`config.mk`:
```
export PLATFORM = sky130hd
export DESIGN_NAME = sprite_line_writer
export DESIGN_NICKNAME = d
export VERILOG_FILES = /design/src/rtl/sprite_pkg.sv /design/src/rtl/sprite_line_writer_rom.sv /design/src/rtl/sprite_line_writer.sv
export SDC_FILE = /design/constraint.sdc
export NUM_CORES = 1
export LEC_CHECK = 0
export ABC_AREA = 1
export BUFFER_PORTS_ARGS = -buffer_cell sky130_fd_sc_hd__buf_2
export CORE_MARGIN = 3
export CORE_UTILIZATION = 55
export DETAILED_ROUTE_END_ITERATION = 10
export GPL_ROUTABILITY_DRIVEN = 0
export PLACE_DENSITY = 0.83
export SYNTH_ARGS = -nofsm -noshare
export SYNTH_HDL_FRONTEND = slang
export SYNTH_SLANG_ARGS = --single-unit
export TNS_END_PERCENT = 100
```
`constraint.sdc`:
```
create_clock -name CLK -period 2.95 [get_ports CLK]
set_input_delay 0.59 -clock CLK [delete_from_list [all_inputs] [get_ports CLK]]
set_output_delay 0.59 -clock CLK [all_outputs]
set_load 0.03 [all_outputs]
```
`src/rtl/sprite_pkg.sv`:
```
// Shared types and constants for the sprite line writer.
// Holds the shrink mask table, FSM state enum and pixel-select helper.
package sprite_pkg;

    typedef enum logic [1:0] {
        ST_IDLE,
        ST_RUN,
        ST_DONE
    } state_e;

    // Bit 15 of each entry corresponds to slot 0.
    localparam logic [15:0] SHRINK_MASK [16] = '{
        16'h0080, 16'h0880, 16'h0888, 16'h2888,
        16'h288A, 16'h2A8A, 16'h2AAA, 16'hAAAA,
        16'hAAEA, 16'hBAEA, 16'hBAEB, 16'hBBEB,
        16'hBBEF, 16'hFBEF, 16'hFBFF, 16'hFFFF
    };

    // Slot i picks pixel i, or pixel 15-i when flipped (~slot == 15-slot).
    function automatic logic [3:0] pix_sel(
        input logic [63:0] row,
        input logic [3:0]  slot,
        input logic        flip
    );
        logic [3:0] idx;
        idx = flip ? ~slot : slot;
        return row[{idx, 2'b00} +: 4];
    endfunction

endpackage

```
`src/rtl/sprite_line_writer_rom.sv`:
```
// Combinational shrink code to 16-bit keep mask lookup.
// Ports: shrink_i (4-bit code), mask_o (keep mask, bit 15 = slot 0).
module shrink_mask_rom
    import sprite_pkg::*;
(
    input  logic [3:0]  shrink_i,
    output logic [15:0] mask_o
);

    assign mask_o = SHRINK_MASK[shrink_i];

endmodule

```
`src/rtl/sprite_line_writer.sv`:
```
// Walks one 16-pixel tile row and writes kept opaque pixels to a line buffer.
// Ports: CLK/RESET, START/READY load handshake, row attributes, WR_* port, BUSY, DONE.
module sprite_line_writer
    import sprite_pkg::*;
#(
    parameter int XW   = 9,
    parameter int PALW = 8
) (
    input  logic            CLK,
    input  logic            RESET,
    input  logic            START,
    output logic            READY,
    input  logic [63:0]     ROW,
    input  logic [PALW-1:0] PAL,
    input  logic [XW-1:0]   XPOS,
    input  logic            HFLIP,
    input  logic [3:0]      SHRINK,
    output logic            WR_EN,
    output logic [XW-1:0]   WR_ADDR,
    output logic [PALW+3:0] WR_DATA,
    input  logic            WR_READY,
    output logic            BUSY,
    output logic            DONE
);

    state_e            state_q, state_d;
    logic [3:0]        slot_q, slot_d;
    logic [XW-1:0]     addr_q, addr_d;
    logic [63:0]       row_q, row_d;
    logic [PALW-1:0]   pal_q, pal_d;
    logic              flip_q, flip_d;
    logic [15:0]       mask_q, mask_d;
    logic              wr_en_q, wr_en_d;
    logic [XW-1:0]     wr_addr_q, wr_addr_d;
    logic [PALW+3:0]   wr_data_q, wr_data_d;
    logic              ready_q, ready_d;
    logic              busy_q, busy_d;
    logic              done_q, done_d;

    logic [15:0]       cap_mask;
    logic              consume;
    logic              kept_cur;
    logic              pres;
    logic [3:0]        color;

    shrink_mask_rom u_rom (
        .shrink_i (SHRINK),
        .mask_o   (cap_mask)
    );

    // Outputs are registered, so the next slot's write is precomputed
    // from the next-state values whenever a slot advances.
    always_comb begin
        state_d   = state_q;
        slot_d    = slot_q;
        addr_d    = addr_q;
        row_d     = row_q;
        pal_d     = pal_q;
        flip_d    = flip_q;
        mask_d    = mask_q;
        wr_en_d   = wr_en_q;
        wr_addr_d = wr_addr_q;
        wr_data_d = wr_data_q;
        pres      = 1'b0;
        color     = 4'd0;

        // Only a presented write can stall the slot.
        consume  = !wr_en_q || WR_READY;
        kept_cur = mask_q[~slot_q];

        unique case (state_q)
            ST_IDLE: begin
                if (START) begin
                    state_d = ST_RUN;
                    row_d   = ROW;
                    pal_d   = PAL;
                    flip_d  = HFLIP;
                    mask_d  = cap_mask;
                    slot_d  = 4'd0;
                    addr_d  = XPOS;
                    pres    = 1'b1;
                end
            end
            ST_RUN: begin
                if (consume) begin
                    if (slot_q == 4'd15) begin
                        state_d = ST_DONE;
                        wr_en_d = 1'b0;
                    end else begin
                        slot_d = slot_q + 4'd1;
                        addr_d = addr_q + XW'(kept_cur);
                        pres   = 1'b1;
                    end
                end
            end
            ST_DONE: begin
                state_d = ST_IDLE;
            end
            default: begin
                state_d = ST_IDLE;
                wr_en_d = 1'b0;
            end
        endcase

        if (pres) begin
            color     = pix_sel(row_d, slot_d, flip_d);
            wr_en_d   = mask_d[~slot_d] && (color != 4'd0);
            wr_addr_d = addr_d;
            wr_data_d = {pal_d, color};
        end

        ready_d = (state_d == ST_IDLE);
        busy_d  = (state_d == ST_RUN);
        done_d  = (state_d == ST_DONE);
    end

    always_ff @(posedge CLK) begin
        if (RESET) begin
            state_q   <= ST_IDLE;
            slot_q    <= '0;
            addr_q    <= '0;
            row_q     <= '0;
            pal_q     <= '0;
            flip_q    <= 1'b0;
            mask_q    <= '0;
            wr_en_q   <= 1'b0;
            wr_addr_q <= '0;
            wr_data_q <= '0;
            ready_q   <= 1'b1;
            busy_q    <= 1'b0;
            done_q    <= 1'b0;
        end else begin
            state_q   <= state_d;
            slot_q    <= slot_d;
            addr_q    <= addr_d;
            row_q     <= row_d;
            pal_q     <= pal_d;
            flip_q    <= flip_d;
            mask_q    <= mask_d;
            wr_en_q   <= wr_en_d;
            wr_addr_q <= wr_addr_d;
            wr_data_q <= wr_data_d;
            ready_q   <= ready_d;
            busy_q    <= busy_d;
            done_q    <= done_d;
        end
    end

    assign READY   = ready_q;
    assign BUSY    = busy_q;
    assign DONE    = done_q;
    assign WR_EN   = wr_en_q;
    assign WR_ADDR = wr_addr_q;
    assign WR_DATA = wr_data_q;

endmodule

```
==> flow_metrics.tcl, run 1 <==
set metrics [dict create \
    power.total_uw 4949 \
    synth_nets 853 \
    reg2reg_slack_ns 0.28 \
    end_kind "flop" \
    final_cell_mix "129 x dfxtp_1, 128 x nor2_1, 113 x buf_2" \
    syn_avg_cell_area_um2 7.866 \
    cts_tree "built" \
    layout_commonest_cell "dfxtp_1" \
    grt_usage_pct 25.35 \
    clk_path_buf_depth 2 \
    hold_class "input port to flop" \
    grt_pass1_vias 4997 \
    ys_warn_count 0 \
    grt_max_degree 108 \
    grt-ovfl-total 0 \
    antennaDiodeCount 0 \
    syn_inst 760 \
    vias 5545 \
    dieWidth_um 110.3 \
    hold_end "pal_q[6]" \
    ys_ff_latch 129 \
    drive_gt1_share_pct 20.48 \
    fin_crit_ns 2.667 \
    reg2reg_to "WR_EN" \
    holdPathStages 3 \
    cts.sinks 129 \
    critPathSlowestCell "dfxtp_1" \
    drt_iter0_drc 508 \
    max_freq_mhz 375.0 \
    path_max_fanout 12 \
    slew_violations 0 \
    setup_viol_count_final 0 \
    final_nets 959 \
    cp_slowest_stage_delay_ns 0.33 \
    ant_nets 0 \
    vdd_drop_max_mv 0.5237 \
    syn_area_mm2 0.005978 \
    required_ns 3.33 \
    path_class "flop to flop" \
    r2r_cells 16 \
    die_h_um 110.3 \
    routed_wl_mm 14.94 \
    grt_pass1_wl_mm 24.05 \
    status "finished, final reports clean" \
    clkTransAtPathRegs_ns 0.05 \
    drc 0 \
    worstSkewPairLatency_ns 0.52 \
    dp.cells 981 \
    port_buffers 114 \
    hold_viol 0 \
    worst_slew_margin_rel_pct 49.24 \
    ctsHtreeMaxLevel 4 \
    antenna_found_initial 0 \
    synth_edf_count 0 \
    wl_per_cell_um 14.72 \
    coreArea_mm2 0.01046 \
    hpwl_mm 10.23 \
    powerDensity_mw_per_mm2 685.1 \
    initial_core_util_pct 57.14 \
    hold_ws_ns 0.3322 \
    synth-main-ff-cell "dfxtp_1" \
    skew_ns 0.008842 \
    cts_buffers 17 \
    dr.pass1.iters 5 \
    finalCritPeriodShare_pct 90.40 \
    path_cells "ha_1 -> nand3_1 -> nand2_2 -> nand2_1 -> nand2_1 -> nand2_2 -> nand2_2 -> clkinvlp_4 -> nand2_1 -> o21ai_0 -> o21ai_0 -> o21ai_0 -> o21ai_0 -> nor2_1 -> nand2_1 -> a21oi_1" \
    p_leak_uw 0.003584 \
    vias_per_cell 5.463 \
    crit_arrival_ns 3.05 \
    layout.cells.non_filler 1015 \
    tightest_slew_ns 0.7534 \
    cts-root-buf "clkbuf_8" \
    rr_startpoint "slot_q[1]" \
    design.die.area_mm2 0.01216 \
    seq_area_frac_synth_pct 43.20 \
    synth_async_sr_flop_share_pct 0 \
    cts_hold_buf 0 \
    area_growth_pct 20.82 \
    core.rowCount 37 \
    synth.distinct_cells 40 \
    pin_count 115 \
    n_fill_cell 920 \
    drv_cap 0 \
    hp-start "PAL[6]" \
    start_kind "flop" \
]
## cell usage after synthesis (all sizes together) (2+ instances only)
cell type    n  share of area (%)
nor3         2               0.17
ha           3               0.63
clkinv       2               0.13
a21oi       22                1.8
nor2       131                8.5
a22o         2               0.29
xor2         6                1.5
o22ai        6               0.63
o21ai       52                4.5
nand2      122                8.3
inv         60                3.9
dfxtp      129                 43
a22oi        7               0.88
mux2i       70                 12
o221ai       2               0.29
o21bai       4               0.50
buf         17                1.8
nand4        2               0.21
o211ai      13                1.6
nand3       79                7.1
or2          2               0.21
clkbuf      21                1.3
## report_power, final
group	internal [µW]	leakage [µW]	switching, µW
clock	1240	0.000267	745
combinational	368	0.00225	667
sequential	1880	0.00106	54.0
total	3480	0.00358	1470
## sequential cells by signal, summed over array words and instances, names as in the netlist
name     count
row_q       64
BUSY         1
addr_q       9
mask_q      16
WR_EN        1
WR_DATA     12
WR_ADDR      9
READY        1
slot_q       4
DONE         1
flip_q       1
state_q      2
pal_q        8
## final cells by class
cell class                      instances  area, µm²  area share (%)
Multi-Input combinational cell        531       2985           41.33
Sequential cell                       129       2582           35.75
Timing Repair Buffer                  125      680.7           9.423
Clock buffer                           22      452.9           6.271
Inverter                               62      241.5           3.343
Tap cell                              136      170.2           2.356
Clock inverter                         10      110.1           1.524
## worst max path at each step
stage,startpoint,end,slack [ns],depth (start not counted)
after floorplan,WR_READY,WR_EN,0.65,19
after global placement,WR_READY,WR_EN,0.22,19
after detailed placement,WR_READY,WR_EN,0.18,19
after CTS,slot_q[1],WR_EN,0.32,18
after global routing,slot_q[1],WR_EN,-0.02,19
final,slot_q[1],WR_EN,0.28,16
## critical path: cells and delay by family, from the launching register on
family	cells	cell delay, ns
AO/OA/AOI/OAI	5	0.68
adder cells (fa/ha/maj)	1	0.20
buffers and inverters	1	0.24
flip-flops	1	0.33
AND/OR/NAND/NOR	9	1.06
## what timing repair did
action / in CTS / in global routing
gates resized for setup: 0 / 3
endpoints found under the setup margin: 0 / 1
setup buffers: 0 / 2
## through the flow
stage | cell area [µm²] | setup slack (ns) | utilization [%] | setup TNS [ns]
4_1_cts | 7193 | 0.3190 | 68.75 | 0
2_1_floorplan | 5978 | 0.6469 | - | 0
5_1_grt | 7223 | -0.01606 | 69.04 | -0.01606
6_report | 7223 | 0.2831 | 69.04 | 0
3_3_place_gp | 6630 | 0.2203 | 63.37 | 0
3_5_place_dp | 6630 | 0.1751 | 63.37 | 0
## cell families after synthesis
logic type	after synthesis	synth area share [%]
compound gates	113	11.28
mux	70	11.72
flops	129	43.20
xor+xnor	6	1.507
buf+inv	100	7.053
fa+ha+maj	3	0.6279
simple gates	339	24.61
## routing by layer
metal / GRT usage (%) / share of wire (%) / up-vias
met5: 0 / 0 / -
met4: 7.388 / 1.2 / 0
met3: 6.814 / 7.7 / 22
met2: 40.73 / 47 / 228
met1: 33.60 / 44 / 2557
li1: - / - / 2738
Note: power is estimated with default switching activity, not from simulation.
==> run 2: changes to the inputs <==
ABC_AREA = default   (was 1)
==> flow_metrics.tcl, run 2 <==
set metrics [dict create \
    status "finished, final reports clean" \
    pre_cts_ws_ns -0.03836 \
    largest_reg_flops 64 \
    tightest_slew_ns 0.6409 \
    layout.cells.non_filler 1061 \
    area_growth_pct 25.81 \
    ys_warn_count 0 \
    path_max_fanout 9 \
    hold_viol 0 \
    setup_slack_ns 0.05937 \
    ctsHtreeMaxLevel 4 \
    slew_violations 0 \
    drc 0 \
    ant_nets 0 \
    finalCritPeriodShare_pct 97.99 \
    dr.pass1.iters 6 \
    vdd_drop_max_mv 0.4106 \
    path_delay_family "compound AO/OA/AOI/OAI gates" \
    path_class "flop to flop" \
    ys_ff_latch 129 \
    wl_per_cell_um 16.69 \
    synth_nets 873 \
    synth_area_leader_cell "dfxtp_1" \
    grt_usage_pct 27.23 \
    antennaDiodeCount 0 \
    cts_hold_buf 0 \
    worst_slew_margin_rel_pct 57.27 \
    start_kind "flop" \
    intPower_uw 3631 \
    synthTopCellsByArea "dfxtp_1 42%, nand2_1 14%, a21oi_1 8.1%" \
    netSwitchingPower_uw 1496 \
    layout_commonest_cell "nand2_1" \
    grt-ovfl-total 0 \
    p_leak_uw 0.003220 \
    syn_inst 780 \
    initial_core_util_pct 56.61 \
    grt_max_degree 72 \
    die_h_um 112.1 \
    synth.distinct_cells 62 \
    clock_power_share_pct 42.8 \
    cts.sinks 129 \
    largest-register "row_q" \
    critPathBufInv 3 \
    final_cell_mix "223 x nand2_1, 128 x dfxtp_1, 113 x buf_2" \
    worstSkewPairLatency_ns 0.42 \
    final_nets 1001 \
    syn_area_mm2 0.006191 \
    drive_gt1_share_pct 26.28 \
    placed_cell_area_mm2 0.007097 \
    path_cells "nor2b_1 -> buf_4 -> nor4_4 -> buf_4 -> or3_1 -> buf_4 -> mux2i_1 -> o211ai_1 -> a21boi_1 -> o21ai_0 -> a21oi_1 -> a41oi_2" \
    dieWidth_um 112.1 \
    hpwl_mm 11.72 \
    vias 6269 \
    end_kind "flop" \
    max_freq_mhz 345.9 \
    clkTransAtPathRegs_ns 0.06 \
    core.rowCount 38 \
    critPathSlowestCell "dfxtp_1" \
    cp_slowest_stage_delay_ns 0.44 \
    p_sw_share_pct 29.19 \
    seq_area_frac_synth_pct 41.71 \
    coreArea_mm2 0.01094 \
    synth-main-ff-cell "dfxtp_1" \
    antenna_found_initial 0 \
    fin_crit_ns 2.891 \
    grt_pass1_wl_mm 27.83 \
    cts_buffers 17 \
    drv_cap 0 \
    routed_wl_mm 17.71 \
    drt_iter0_drc 484 \
    stdcell_area_mm2 0.007789 \
    hold_class "input port to flop" \
    syn_avg_cell_area_um2 7.937 \
    clk_path_buf_depth 2 \
    synth_edf_count 0 \
    powerDensity_mw_per_mm2 658.3 \
    synth_most_common_cell "nand2_1" \
    synth_top_area_share_pct 41.71 \
    crit_arrival_ns 3.23 \
    worst_path_most_repeated_cell "buf_4" \
    setup_viol_count_final 0 \
    synth_async_sr_flop_share_pct 0 \
    pin_count 115 \
    skew_ns 0.01564 \
    grt_pass1_vias 5768 \
    cts_tree "built" \
    seq_power_share_pct 38.2 \
    cts-root-buf "clkbuf_16" \
    dp.cells 1027 \
    required_ns 3.29 \
    ys_top_cells_by_count "225 x nand2_1, 129 x dfxtp_1, 100 x a21oi_1" \
    vias_per_cell 5.909 \
    port_buffers 114 \
    pwr-share-comb_pct 19.0 \
    design.die.area_mm2 0.01257 \
]
[run 2: cell types whose count changed after synthesis, moves of 9 or more]
cell,delta
nor2b_1,+9
nor3_1,+10
a211oi_1,+9
o21ai_0,-40
clkbuf_1,+17
a21oi_1,+78
a311oi_1,+11
nor2_1,-71
nand2_1,+112
mux2i_1,-42
nand3_1,-61
inv_1,-52
[run 2: metal layers]
metal  global-route usage, %  wire (µm)
met1                   33.70       7019
met4                   10.26        516
met2                   46.21       8778
met5                       0          0
met3                   6.469       1392
[run 2: path summary, 6_finish.rpt]
kind / startpoint / endpoint / slack (ns) / depth (start not counted)
setup / recovery: WR_EN / WR_EN / 0.06 / 12
hold / removal: ROW[51] / row_q[51] / 0.40 / 3
setup reg to reg: WR_EN / WR_EN / 0.06 / 12
hold reg to reg: pal_q[0] / pal_q[0] / 0.46 / 2
[run 2: final cells by class]
class	count	area (µm²)
Sequential cell	129	2584
Tap cell	140	175.2
Multi-Input combinational cell	590	3393
Clock buffer	18	439.2
Inverter	4	15.01
Timing Repair Buffer	166	1005
Clock inverter	14	177.7
Fill cell	828	3147
[run 2: cells by family (layout without fill, tap and decap cells)]
| family | Yosys count | count (layout) | share of synthesized area [%] |
|---|---|---|---|
| flip-flops | 129 | 129 | 41.71 |
| AO/OA/AOI/OAI | 187 | 187 | 19.26 |
| buffers and inverters | 61 | 202 | 4.487 |
| XOR/XNOR | 3 | 3 | 0.4245 |
| AND/OR/NAND/NOR | 352 | 352 | 24.52 |
| adder cells (fa/ha/maj) | 3 | 3 | 0.6064 |
| multiplexers | 45 | 45 | 8.993 |
[run 2: power by group through the flow]
stage / sequential, µW / combinational [µW] / clock (µW)
5_1_grt: 1970 / 1060 / 2280
4_1_cts: 1950 / 935 / 2210
3_3_place_gp: 1990 / 905 / 0
6_report: 1960 / 975 / 2200
3_5_place_dp: 1990 / 921 / 0
2_1_floorplan: 2030 / 570 / 0
[run 2: through the flow]
step	setup TNS (ns)	total power [µW]	hold slack [ns]	utilization, %
floorplan	0	2601	0.4322	-
global placement	0	2890	0.4415	64.90
detailed placement	-0.07070	2907	0.4463	64.90
CTS	0	5093	0.3999	70.54
global route	-0.03020	5306	0.4025	71.22
finish	0	5127	0.4005	71.22
[run 2: worst min-delay path: cells and delay by family]
family,cells,cell delay (ns)
AO/OA/AOI/OAI,1,0.05
buffers and inverters,1,0.09
AND/OR/NAND/NOR,1,0.05
[run 2: timing repair]
item / in CTS / in global routing
resized for setup: 0 / 16
setup buffers: 0 / 2
endpoints found under the setup margin: 1 / 10
gates cloned: 0 / 0
pin swaps: 2 / 4
